`src/rtl/clkdiv_pkg.sv`:
```
// Shared definitions for the programmable clock divider: FSM encodings,
// the minimum legal ratio and the ratio loaded at reset.
package clkdiv_pkg;

  typedef logic [1:0] state_t;

  localparam state_t IDLE  = 2'd0;
  localparam state_t RUN   = 2'd1;
  localparam state_t DRAIN = 2'd2;

  localparam int MIN_DIV        = 2;
  localparam int CLKDIV_DEF_DIV = 8;

endpackage

```
`src/rtl/clkdiv_core.sv`:
```
// Divide-by-N period counter. The high phase is ceil(N/2) cycles, and the
// divided clock and tick are registered. The last output flags the final cycle of a period.
module clkdiv_core #(
  parameter int CNT_W = 8
) (
  input  logic             clk,
  input  logic             rst_,
  input  logic             en,
  input  logic             load,
  input  logic [CNT_W-1:0] div,
  output logic             clk_out,
  output logic             tick,
  output logic             last
);

  logic [CNT_W-1:0] cnt;
  logic [CNT_W:0]   cnt_inc;

  // One extra bit keeps ceil(N/2) exact at N = 2^CNT_W-1.
  function automatic logic [CNT_W:0] hi_len(input logic [CNT_W-1:0] n);
    return ({1'b0, n} + {{CNT_W{1'b0}}, 1'b1}) >> 1;
  endfunction

  assign cnt_inc = {1'b0, cnt} + {{CNT_W{1'b0}}, 1'b1};
  assign last    = (cnt == (div - {{(CNT_W-1){1'b0}}, 1'b1}));

  always_ff @(posedge clk) begin
    if (rst_ || !en) begin
      cnt     <= '0;
      clk_out <= 1'b0;
      tick    <= 1'b0;
    end else if (load) begin
      cnt     <= '0;
      clk_out <= 1'b1;
      tick    <= 1'b1;
    end else begin
      cnt     <= cnt_inc[CNT_W-1:0];
      clk_out <= (cnt_inc < hi_len(div));
      tick    <= 1'b0;
    end
  end

endmodule

```
`src/rtl/clkdiv_ctrl.sv`:
```
// Clock-divider controller. It runs the IDLE/RUN/DRAIN sequencing and the ratio
// handshake. A ratio accepted while running is held and applied on a period boundary.
module clkdiv_ctrl
  import clkdiv_pkg::*;
#(
  parameter int CNT_W   = 8,
  parameter int DEF_DIV = CLKDIV_DEF_DIV
) (
  input  logic             clk,
  input  logic             rst_,
  input  logic             cfg_valid,
  input  logic [CNT_W-1:0] cfg_div,
  output logic             cfg_ready,
  output logic             cfg_err,
  input  logic             run,
  output logic             clk_out,
  output logic             tick,
  output logic             busy,
  output logic [CNT_W-1:0] cur_div
);

  state_t           state;
  state_t           state_nxt;
  logic             pending;
  logic             pend_used;
  logic [CNT_W-1:0] pend_div;
  logic             last;
  logic             idle;
  logic             acc;
  logic             legal;
  logic             boundary;
  logic             apply_pend;
  logic             core_en;
  logic             core_load;

  assign cfg_ready = !pending;
  assign busy      = (state != IDLE);

  always_comb begin
    idle       = (state == IDLE);
    acc        = cfg_valid && cfg_ready;
    legal      = (cfg_div >= CNT_W'(MIN_DIV));
    boundary   = idle || last;
    apply_pend = pending && !pend_used && boundary;
    // A period ending while run is low is the end of the drain: stop the core.
    core_en    = idle ? run : !(last && !run);
    core_load  = idle ? run : last;
    state_nxt  = IDLE;
    case (state)
      IDLE:       state_nxt = run ? RUN : IDLE;
      RUN, DRAIN: state_nxt = (last && !run) ? IDLE : (run ? RUN : DRAIN);
      default:    state_nxt = IDLE;
    endcase
  end

  always_ff @(posedge clk) begin
    if (rst_) begin
      state     <= IDLE;
      cur_div   <= CNT_W'(DEF_DIV);
      pending   <= 1'b0;
      pend_used <= 1'b0;
      cfg_err   <= 1'b0;
    end else begin
      state   <= state_nxt;
      cfg_err <= acc && !legal;
      // Pending stays set one cycle past the load so cfg_ready rises a cycle later.
      if (pend_used) begin
        pending   <= 1'b0;
        pend_used <= 1'b0;
      end else if (apply_pend) begin
        cur_div   <= pend_div;
        pend_used <= 1'b1;
      end
      if (acc && legal) begin
        if (idle) cur_div <= cfg_div;
        else      pending <= 1'b1;
      end
    end
  end

  always_ff @(posedge clk) begin
    if (acc && legal && !idle) pend_div <= cfg_div;
  end

  clkdiv_core #(
    .CNT_W (CNT_W)
  ) u_core (
    .clk     (clk),
    .rst_    (rst_),
    .en      (core_en),
    .load    (core_load),
    .div     (cur_div),
    .clk_out (clk_out),
    .tick    (tick),
    .last    (last)
  );

endmodule

```
`config.mk`:
```
export PLATFORM = sky130hd
export DESIGN_NAME = clkdiv_ctrl
export DESIGN_NICKNAME = d
export VERILOG_FILES = /design/src/rtl/clkdiv_pkg.sv /design/src/rtl/clkdiv_core.sv /design/src/rtl/clkdiv_ctrl.sv
export SDC_FILE = /design/constraint.sdc
export NUM_CORES = 1
export LEC_CHECK = 0
export BUFFER_PORTS_ARGS = -buffer_cell sky130_fd_sc_hd__buf_2
export CAP_MARGIN = 20
export CORE_MARGIN = 8
export CORE_UTILIZATION = 50
export CTS_BUF_LIST = sky130_fd_sc_hd__clkbuf_8 sky130_fd_sc_hd__clkbuf_16
export CTS_CLUSTER_SIZE = 30
export DETAILED_ROUTE_END_ITERATION = 16
export PLACE_DENSITY = 0.71
export SLEW_MARGIN = 25
export SYNTH_ARGS = -nofsm -noshare
export SYNTH_HDL_FRONTEND = slang
export SYNTH_SLANG_ARGS = --single-unit
```
`constraint.sdc`:
```
create_clock -name clk -period 2.9 [get_ports clk]
set_input_delay 0 -clock clk [delete_from_list [all_inputs] [get_ports clk]]
set_output_delay 0 -clock clk [all_outputs]
set_load 0.02 [all_outputs]
```
# After elaboration in Yosys (flattened, before gate mapping)
# Cells that the tools add are included.
word_totals:
  register_bits: 31
  inputBits: 12
  out_inout_bits: 13
  elab_cells: 54
classes:
  addsub: 3
  n_lt_le_gt_ge: 2
  n_eq_ne: 3
  mux: 16
  n_reduce_logical: 21
ops:
  columns: ["cell", "n"]
  rows:
  - ["$mux W8", 4]
  - ["$add A8 B1 Y9 const B", 2]
  - ["$lt A9 B8 Y1", 1]
  - ["$mux W1", 9]
  - ["$eq A8 B8 Y1", 1]
  - ["$ge A8 B2 Y1 const B", 1]
  - ["$sub A8 B1 Y8 const B", 1]
  - ["$logic_and A1 B1 Y1", 7]
  - ["$logic_not A1 Y1", 7]
  - ["$reduce_or A2 Y1", 3]
  - ["$mux W2", 2]
  - ["$pmux W2 S2", 1]
  - ["$eq A2 B1 Y1 const B", 1]
  - ["$eq A2 B2 Y1 const B", 1]
  - ["$logic_not A2 Y1", 1]
  - ["$logic_or A1 B1 Y1", 2]
  - ["$reduce_bool A2 Y1", 1]

# Longest topological paths before layout
# Gate-level depths: netlist of run 1.
logic_depth:
  word_depth: 8
  mapped_depth: 11
  depth_no_buf: 10

# By module
# From an unflattened synthesis of run 1, not the netlist that was laid out.
unflattened:
  cells_unflattened: 188
  area_unflattened_um2: 1803.0
modules_own_cells:
  columns: ["module", "instances", "cells_per_inst", "area_per_inst_um2"]
  rows:
  - ["clkdiv_core", 1, 113, 909.6]
  - ["clkdiv_ctrl", 1, 75, 893.4]

# Worst setup path after synthesis of run 1
# No wires, ideal clock.
synth_timing:
  path_type: "register -> register"
  start: "reg cur_div[0]"
  end: "reg cur_div[3]"
  arrival_time_ps: 2379
  setup_slack_ps: 388
  path_stages_with_launch: 8
  path_buffers: 0
  period_less_slack_ps: 2512
  cell_sequence: "dfxtp_1 inv_1 ha_1 o311ai_1 a41oi_1 a211oi_4 mux2_4 a2bb2oi_2"
synth_between:
  elab_chain_len: 8
synth_rtl:
  columns: ["element", "line", "rtl"]
  rows:
  - ["start, declared", "clkdiv_ctrl.sv:19", "output logic [CNT_W-1:0] cur_div"]
  - ["start signal, assigned", "clkdiv_ctrl.sv:59", "cur_div <= CNT_W'(DEF_DIV);"]
  - ["start signal, assigned", "clkdiv_ctrl.sv:71", "cur_div <= pend_div;"]
  - ["start signal, assigned", "clkdiv_ctrl.sv:75", "if (idle) cur_div <= cfg_div;"]
  - ["$sub A8 B1 Y8 *", "clkdiv_core.sv:25", "assign last = (cnt == (div - {{(CNT_W-1){1'b0}}, 1'b1}));"]
  - ["$eq A8 B8 Y1 *", "clkdiv_core.sv:25", null]
  - ["$logic_or A1 B1 Y1 *", "clkdiv_ctrl.sv:43", "boundary = idle || last;"]
  - ["$logic_and A1 B1 Y1 *", "clkdiv_ctrl.sv:44", "apply_pend = pending && !pend_used && boundary;"]
  - ["$mux W8 *", "clkdiv_ctrl.sv:70", "end else if (apply_pend) begin"]
  - ["$mux W8 *", "clkdiv_ctrl.sv:67", "if (pend_used) begin"]
  - ["$mux W8", "clkdiv_ctrl.sv:75", null]
  - ["$mux W8 *", "clkdiv_ctrl.sv:74", "if (acc && legal) begin"]
# Mark *: on every way between the ends. The rest lies on a longest branch, timed or not.
# A chain may end at the register's enable or synchronous reset.

# Final worst setup path of run 1
layout_timing:
  start: "reg cur_div[0]"
  end: "reg cur_div[1]"
# The elaborated chain is that of the path after synthesis.

==> results of run 1 <==
==> layer usage <==
layer  up-vias  part of all wire (%)  GRT usage [%]
met5         -                     0              0
met4         0                   2.0           5.38
met3         8                   5.0           4.48
met2        30                    47           22.5
met1       642                    46           16.2
li1        733                     -              -
==> worst register-to-register path, stage by stage (launching register included) <==
cell and delay, ns:
dfxtp_1 0.49, inv_1 0.10, ha_1 0.34, xnor2_1 0.14, nor3_1 0.30, a41oi_1 0.25, a211oi_4 0.38, buf_4 0.22
mux2i_1 0.19, o21ai_1 0.07
==> timing repair <==
| item | in CTS | in global routing |
|---|---|---|
| hold endpoints to repair | 21 | 0 |
| hold buffers | 11 | 0 |
| gates resized for setup | 0 | 0 |
==> per-stage QoR <==
step	hold WS (ns)	setup slack [ns]	area, sq um
6_report	0.439	0.300	2150
5_1_grt	0.452	0.0859	2150
3_3_place_gp	0.195	0.304	1950
4_1_cts	0.433	0.274	2150
3_5_place_dp	0.194	0.297	1950
2_1_floorplan	0.0989	0.388	1810
==> logic make-up (layout without fill, tap and decap cells) <==
family,count (synthesis),count (layout),share of synthesized area [%]
AND/OR/NAND/NOR,74,74,21.9
multiplexers,8,8,4.69
XOR/XNOR,22,22,11.4
adder cells (fa/ha/maj),12,12,8.28
buffers and inverters,18,54,4.83
flip-flops,31,31,38.6
AO/OA/AOI/OAI,26,26,10.3
==> report_power, final <==
part / switching, mW / internal (mW)
Clock: 0.167 / 0.164
Combinational: 0.121 / 0.0988
Sequential: 0.0337 / 0.468
==> state kept, by name, indices dropped and copies added, names as in the netlist <==
register,count
pending,1
pend_div,8
u_core.tick,1
pend_used,1
cfg_err,1
state,2
cur_div,8
u_core.cnt,8
u_core.clk_out,1
==> cell type report <==
cell class                      count  area [sq um]
Clock buffer                        5          68.8
Timing Repair Buffer               36           238
Fill cell                         320          1430
Multi-Input combinational cell    142          1030
Tap cell                           48          60.1
Inverter                           10          37.5
Clock inverter                      3          16.3
Sequential cell                    31           701
==> worst max-delay path by stage <==
stage | from | endpoint | slack, ns
2_1_floorplan | cur_div[0]$_SDFF_PP0_ | cur_div[3]$_SDFF_PP1_ | 0.39
3_3_place_gp | cur_div[0]$_SDFF_PP0_ | cur_div[1]$_SDFF_PP0_ | 0.30
3_5_place_dp | cur_div[0]$_SDFF_PP0_ | cur_div[0]$_SDFF_PP0_ | 0.30
4_1_cts | cur_div[0]$_SDFF_PP0_ | cur_div[0]$_SDFF_PP0_ | 0.27
5_1_grt | cur_div[0]$_SDFF_PP0_ | cur_div[4]$_SDFF_PP0_ | 0.09
6_report | cur_div[0]$_SDFF_PP0_ | cur_div[1]$_SDFF_PP0_ | 0.30
==> synthesized netlist by cell type (3+ instances only) <==
| cell type | count |
|---|---|
| a21oi_1 | 3 |
| dfxtp_1 | 23 |
| edfxtp_1 | 8 |
| ha_1 | 12 |
| inv_1 | 10 |
| mux2i_1 | 7 |
| nand2_1 | 18 |
| nand2b_1 | 5 |
| nand3_1 | 9 |
| nand4_1 | 4 |
| nor2_1 | 13 |
| nor2b_1 | 8 |
| nor3_1 | 5 |
| o21ai_0 | 7 |
| o21ai_1 | 3 |
| xnor2_1 | 12 |
| xor2_1 | 8 |
==> impl_metrics.env, run 1 <==
export IMPL_cellPowerDensity_mw_per_mm2=490
export IMPL_critPathKind="flip-flop to flip-flop"
export IMPL_htreeDepth=2
export IMPL_dieArea_sq_mm=0.00581
export IMPL_grt_pass1_wl_microns=6550
export IMPL_worst_pin_slew_ns=0.570
export IMPL_final_cells=275
export IMPL_avgSynthCellArea_sq_um=9.50
export IMPL_worstPathRequired_ns=3.07
export IMPL_hold_class="primary input to flip-flop"
export IMPL_die_w_microns=76.2
export IMPL_cp_slowest_stage_delay_ns=0.49
export IMPL_fmax_mhz=385
export IMPL_grt_pass1_vias=1441
export IMPL_synth_edf_count=8
export IMPL_drt_total_wl_microns=3770
export IMPL_gp_congestion=0.770
export IMPL_final_max_slew_viol_count=0
export IMPL_holdPathStages=2
export IMPL_r2r_end="cur_div[1]$_SDFF_PP0_"
export IMPL_crit_arrival_ns=2.77
export IMPL_cp_depth=9
export IMPL_crit_buf_inv=2
export IMPL_final_util_pct=60.0
export IMPL_synth_cell_types=44
export IMPL_ant_nets=0
export IMPL_antenna_found_initial=0
export IMPL_cts_buffers_inserted=5
export IMPL_die_y_microns=76.2
export IMPL_n_antenna_cell=0
export IMPL_vias_per_cell=5.14
export IMPL_min_delay_start="cfg_div[0]"
export IMPL_seq_area_frac_synth_pct=38.6
export IMPL_synthArstFlopShare_pct=0
export IMPL_hpwl_microns=2680
export IMPL_area_delta_synth_final_pct=18.3
export IMPL_std_cell_rows=22
export IMPL_finalHoldViolations=0
export IMPL_firstDrtPassIters=4
export IMPL_layout_common_cells="buf_2 (24), dfxtp_1 (23), nand2_1 (18)"
export IMPL_cts_tree="yes"
export IMPL_initial_utilization_pct=50.7
export IMPL_maxCapViolCount=0
export IMPL_drc=0
export IMPL_syn_area_sq_mm=0.00181
export IMPL_pin_count=25
export IMPL_power_mw=1.05
export IMPL_track_usage_pct=13.8
export IMPL_ys_flop_type="dfxtp_1"
export IMPL_clock_path_buffers=2
export IMPL_wl_per_cell_microns=13.7
export IMPL_clkTransAtPathRegs_ns=0.06
export IMPL_rsz0062_at_grt="false"
export IMPL_synth_top_cells_by_area="dfxtp_1 (25%), edfxtp_1 (13%), ha_1 (8.3%)"
export IMPL_worst_path_max_delay_cell="dfxtp_1"
export IMPL_path_max_fanout=8
export IMPL_cp_end_kind="flip-flop"
export IMPL_grt_overflow=0
export IMPL_rrSetupSlack_ns=0.30
export IMPL_yosys_area_top_type_share_pct=25.4
export IMPL_clk_latency_ns=0.29
export IMPL_crit_chain="inv_1, ha_1, xnor2_1, nor3_1, a41oi_1, a211oi_4, buf_4, mux2i_1, o21ai_1"
export IMPL_critical_path_top_delay_family="compound AO/OA/AOI/OAI gates"
export IMPL_cts_sinks=31
export IMPL_postCtsSetupRepairBufs=0
export IMPL_yosysWarnings=0
export IMPL_min_to="pend_div[0]$_DFFE_PP_"
export IMPL_synth_top_cell_by_area="dfxtp_1"
export IMPL_layout_drive_gt1_share_pct=18.5
export IMPL_num_nets_final=250
export IMPL_cp_start_kind="flip-flop"
export IMPL_rr_startpoint="cur_div[0]$_SDFF_PP0_"
export IMPL_vias=1413
export IMPL_clock_root_buffer="clkbuf_8"
export IMPL_skew_ns=0.00827
export IMPL_core_area_sq_mm=0.00358
export IMPL_setup_viol=0
export IMPL_place_inst=256
export IMPL_layout_worst_path_cycle_share_pct=89.6
export IMPL_reg2reg_depth=9
export IMPL_port_buffers=24
export IMPL_setup_tns_ns=0
export IMPL_synth_seq_cells=31
export IMPL_syn_nets=215
export IMPL_synthCells=191
export IMPL_p_leak_nw=0.860
export IMPL_final_common_cell="buf_2"
export IMPL_grt_max_degree=13
export IMPL_worst_ir_drop_vdd_v=0.000373
export IMPL_drtIter0Drc=73
export IMPL_period_needed_ns=2.60
export IMPL_slew_headroom_pct=61.7
export IMPL_status="complete, no violations"
Note: power is estimated with default switching activity, not from simulation.
==> run 2: changes to the inputs <==
ABC_AREA = 1   (was not set)
==> run 2 against run 1 <==
Net effect: via count increased by 21%; design area increased by 3.1%; clock power decreased by 2%; global-route usage increased by 1.4 points; sequential power decreased by 1%; clock skew decreased by 0.0051 ns; register-to-register slack improved by 0.33 ns; synthesized cell count increased by 35%; core utilization increased by 0.46 points; count of clock-buffer cells in the layout unchanged.
==> impl_metrics.env, run 2 <==
export IMPL_yosysWarnings=0
export IMPL_port_buffers=24
export IMPL_track_usage_pct=15.1
export IMPL_cellPowerDensity_mw_per_mm2=486
export IMPL_crit_buf_inv=2
export IMPL_cp_slowest_stage_delay_ns=0.40
export IMPL_core_area_sq_mm=0.00366
export IMPL_power_mw=1.07
export IMPL_worst_ir_drop_vdd_v=0.000356
export IMPL_firstDrtPassIters=4
export IMPL_syn_nets=281
export IMPL_drt_total_wl_microns=4310
export IMPL_die_w_microns=77.8
export IMPL_maxCapViolCount=0
export IMPL_cp_end_kind="flip-flop"
export IMPL_cts_sinks=31
export IMPL_worst_path_max_delay_cell="dfxtp_1"
export IMPL_htreeDepth=2
export IMPL_setup_viol=0
export IMPL_skew_ns=0.00317
export IMPL_p_comb_share_pct=23.7
export IMPL_synth_top_cell_by_area="dfxtp_1"
export IMPL_wl_per_cell_microns=12.6
export IMPL_synth_seq_cells=31
export IMPL_crit_path_start="cur_div[0]$_SDFF_PP0_"
export IMPL_clkTransAtPathRegs_ns=0.07
export IMPL_finalHoldViolations=0
export IMPL_layout_common_cells="nand2_1 (45), nor2_1 (39), inv_1 (36)"
export IMPL_synth_top_cells_by_area="dfxtp_1 (24%), edfxtp_1 (13%), nand2_1 (8.9%)"
export IMPL_rr_startpoint="cur_div[0]$_SDFF_PP0_"
export IMPL_dieArea_sq_mm=0.00605
export IMPL_postPlaceCellArea_sq_mm=0.00202
export IMPL_layout_worst_path_cycle_share_pct=78.3
export IMPL_setup_tns_ns=0
export IMPL_top_regs="cur_div: 8 flops, pend_div: 8 flops, u_core.cnt: 8 flops"
export IMPL_clock_root_buffer="clkbuf_8"
export IMPL_grt_pass1_wl_microns=7340
export IMPL_vias=1710
export IMPL_critical_path_top_delay_family="simple AND/OR/NAND/NOR gates"
export IMPL_std_cell_rows=22
export IMPL_holdPathStages=2
export IMPL_yosys_area_top_type_share_pct=24.1
export IMPL_seq_area_frac_synth_pct=36.7
export IMPL_final_max_slew_viol_count=0
export IMPL_hpwl_microns=3210
export IMPL_synthArstFlopShare_pct=0
export IMPL_area_delta_synth_final_pct=16.0
export IMPL_synth_cell_types=27
export IMPL_status="complete, no violations"
export IMPL_n_antenna_cell=0
export IMPL_hold_class="primary input to flip-flop"
export IMPL_postCtsSetupRepairBufs=0
export IMPL_slew_headroom_pct=53.9
export IMPL_internal_power_mw=0.722
export IMPL_crit_chain="inv_1, nor3_1, nand3_1, xor2_1, ha_1, inv_1, nor3_1, nand4_1, a21oi_1, o21a_1, nor2_1"
export IMPL_r2r_end="u_core.clk_out$_SDFF_PP0_"
export IMPL_rrSetupSlack_ns=0.63
export IMPL_power_switching_mw=0.352
export IMPL_pin_count=25
export IMPL_synth_edf_count=8
export IMPL_final_cells=342
export IMPL_ant_nets=0
export IMPL_place_inst=323
export IMPL_gp_congestion=0.807
export IMPL_syn_area_sq_mm=0.00191
export IMPL_synthCells=257
export IMPL_grt_pass1_vias=1674
export IMPL_cts_hold_buf=11
export IMPL_layout_drive_gt1_share_pct=12.9
export IMPL_pwr_share_seq_pct=46.1
export IMPL_final_cell_area_sq_mm=0.00221
export IMPL_num_nets_final=317
export IMPL_grt_overflow=0
export IMPL_fmax_mhz=440
export IMPL_cts_buffers_inserted=5
export IMPL_die_y_microns=77.8
export IMPL_path_max_fanout=5
export IMPL_switching_share_pct=32.8
export IMPL_cts_tree="yes"
export IMPL_p_clk_share_pct=30.1
export IMPL_min_delay_start="cfg_div[0]"
export IMPL_reg2reg_depth=11
export IMPL_p_leak_nw=1.07
export IMPL_final_common_cell="nand2_1"
export IMPL_drc=0
export IMPL_grt_max_degree=19
export IMPL_ys_flop_type="dfxtp_1"
export IMPL_antenna_found_initial=0
export IMPL_cts_resized=0
export IMPL_synth_most_common_cell="nand2_1"
export IMPL_worst_pin_slew_ns=0.691
export IMPL_period_needed_ns=2.27
export IMPL_clk_latency_ns=0.29
export IMPL_netlist_top_cells_count="nand2_1 (45), nor2_1 (39), inv_1 (35)"
export IMPL_crit_arrival_ns=2.44
export IMPL_clock_path_buffers=2
export IMPL_worstPathRequired_ns=3.07
export IMPL_min_to="pend_div[0]$_DFFE_PP_"
export IMPL_cp_start_kind="flip-flop"
export IMPL_drtIter0Drc=61
export IMPL_initial_utilization_pct=52.1
export IMPL_rsz0062_at_grt="false"
export IMPL_avgSynthCellArea_sq_um=7.42
export IMPL_critPathKind="flip-flop to flip-flop"
export IMPL_vias_per_cell=5.00
## run 2: cell types whose count changed after synthesis, moves of 4 or more
| cell | delta |
|---|---|
| a21oi_1 | +9 |
| inv_1 | +25 |
| mux2i_1 | -7 |
| nand2_1 | +27 |
| nand2b_1 | -5 |
| nand3_1 | +10 |
| nor2_1 | +26 |
| nor2b_1 | -8 |
| nor3_1 | +4 |
| o21ai_0 | +6 |
| xnor2_1 | -7 |
| xor2_1 | +5 |
## run 2: worst max path at each step
stage,end,depth (start not counted)
after global placement,u_core.clk_out$_SDFF_PP0_,11
after floorplan,u_core.clk_out$_SDFF_PP0_,11
after global routing,u_core.clk_out$_SDFF_PP0_,11
after detailed placement,u_core.clk_out$_SDFF_PP0_,11
final,u_core.clk_out$_SDFF_PP0_,11
after CTS,u_core.clk_out$_SDFF_PP0_,11
## run 2: per-layer routing
metal | GRT usage (%) | routed length, microns | vias up
met3 | 4.61 | 223 | 12
met4 | 9.06 | 110 | 0
met1 | 17.0 | 1980 | 763
met2 | 24.6 | 1990 | 49
met5 | 0 | 0 | -
li1 | - | - | 886
## run 2: power groups by stage
stage          Sequential (mW)  Combinational (mW)  Clock [mW]
2_1_floorplan            0.515               0.176           0
3_3_place_gp             0.504               0.240           0
3_5_place_dp             0.506               0.244           0
4_1_cts                  0.496               0.256       0.334
5_1_grt                  0.499               0.291       0.342
6_report                 0.496               0.255       0.324
## run 2: logic make-up (layout without fill, tap and decap cells)
family / count (synthesis) / count (layout) / synth area share [%]
simple gates: 125 / 125 / 28.7
buf+inv: 43 / 80 / 10.7
flops: 31 / 31 / 36.7
compound gates: 28 / 28 / 7.74
xor+xnor: 18 / 18 / 8.26
fa+ha+maj: 12 / 12 / 7.87
## run 2: layout make-up
class                      count  area [sq um]
multi-input combinational    183          1000
timing repair buffer          35           230
clock inverter                 3          11.3
clock buffer                   5          68.8
sequential                    31           701
fill                         345          1450
inverter                      37           139
tap                           48          60.1
## run 2: stage by stage
| step | utilization (%) | hold WS [ns] | worst slack (ns) |
|---|---|---|---|
| 2_1_floorplan | - | 0.0724 | 0.718 |
| 3_3_place_gp | 55.3 | 0.188 | 0.721 |
| 3_5_place_dp | 55.3 | 0.195 | 0.640 |
| 4_1_cts | 60.5 | 0.427 | 0.619 |
| 5_1_grt | 60.5 | 0.443 | 0.397 |
| 6_report | 60.5 | 0.435 | 0.628 |
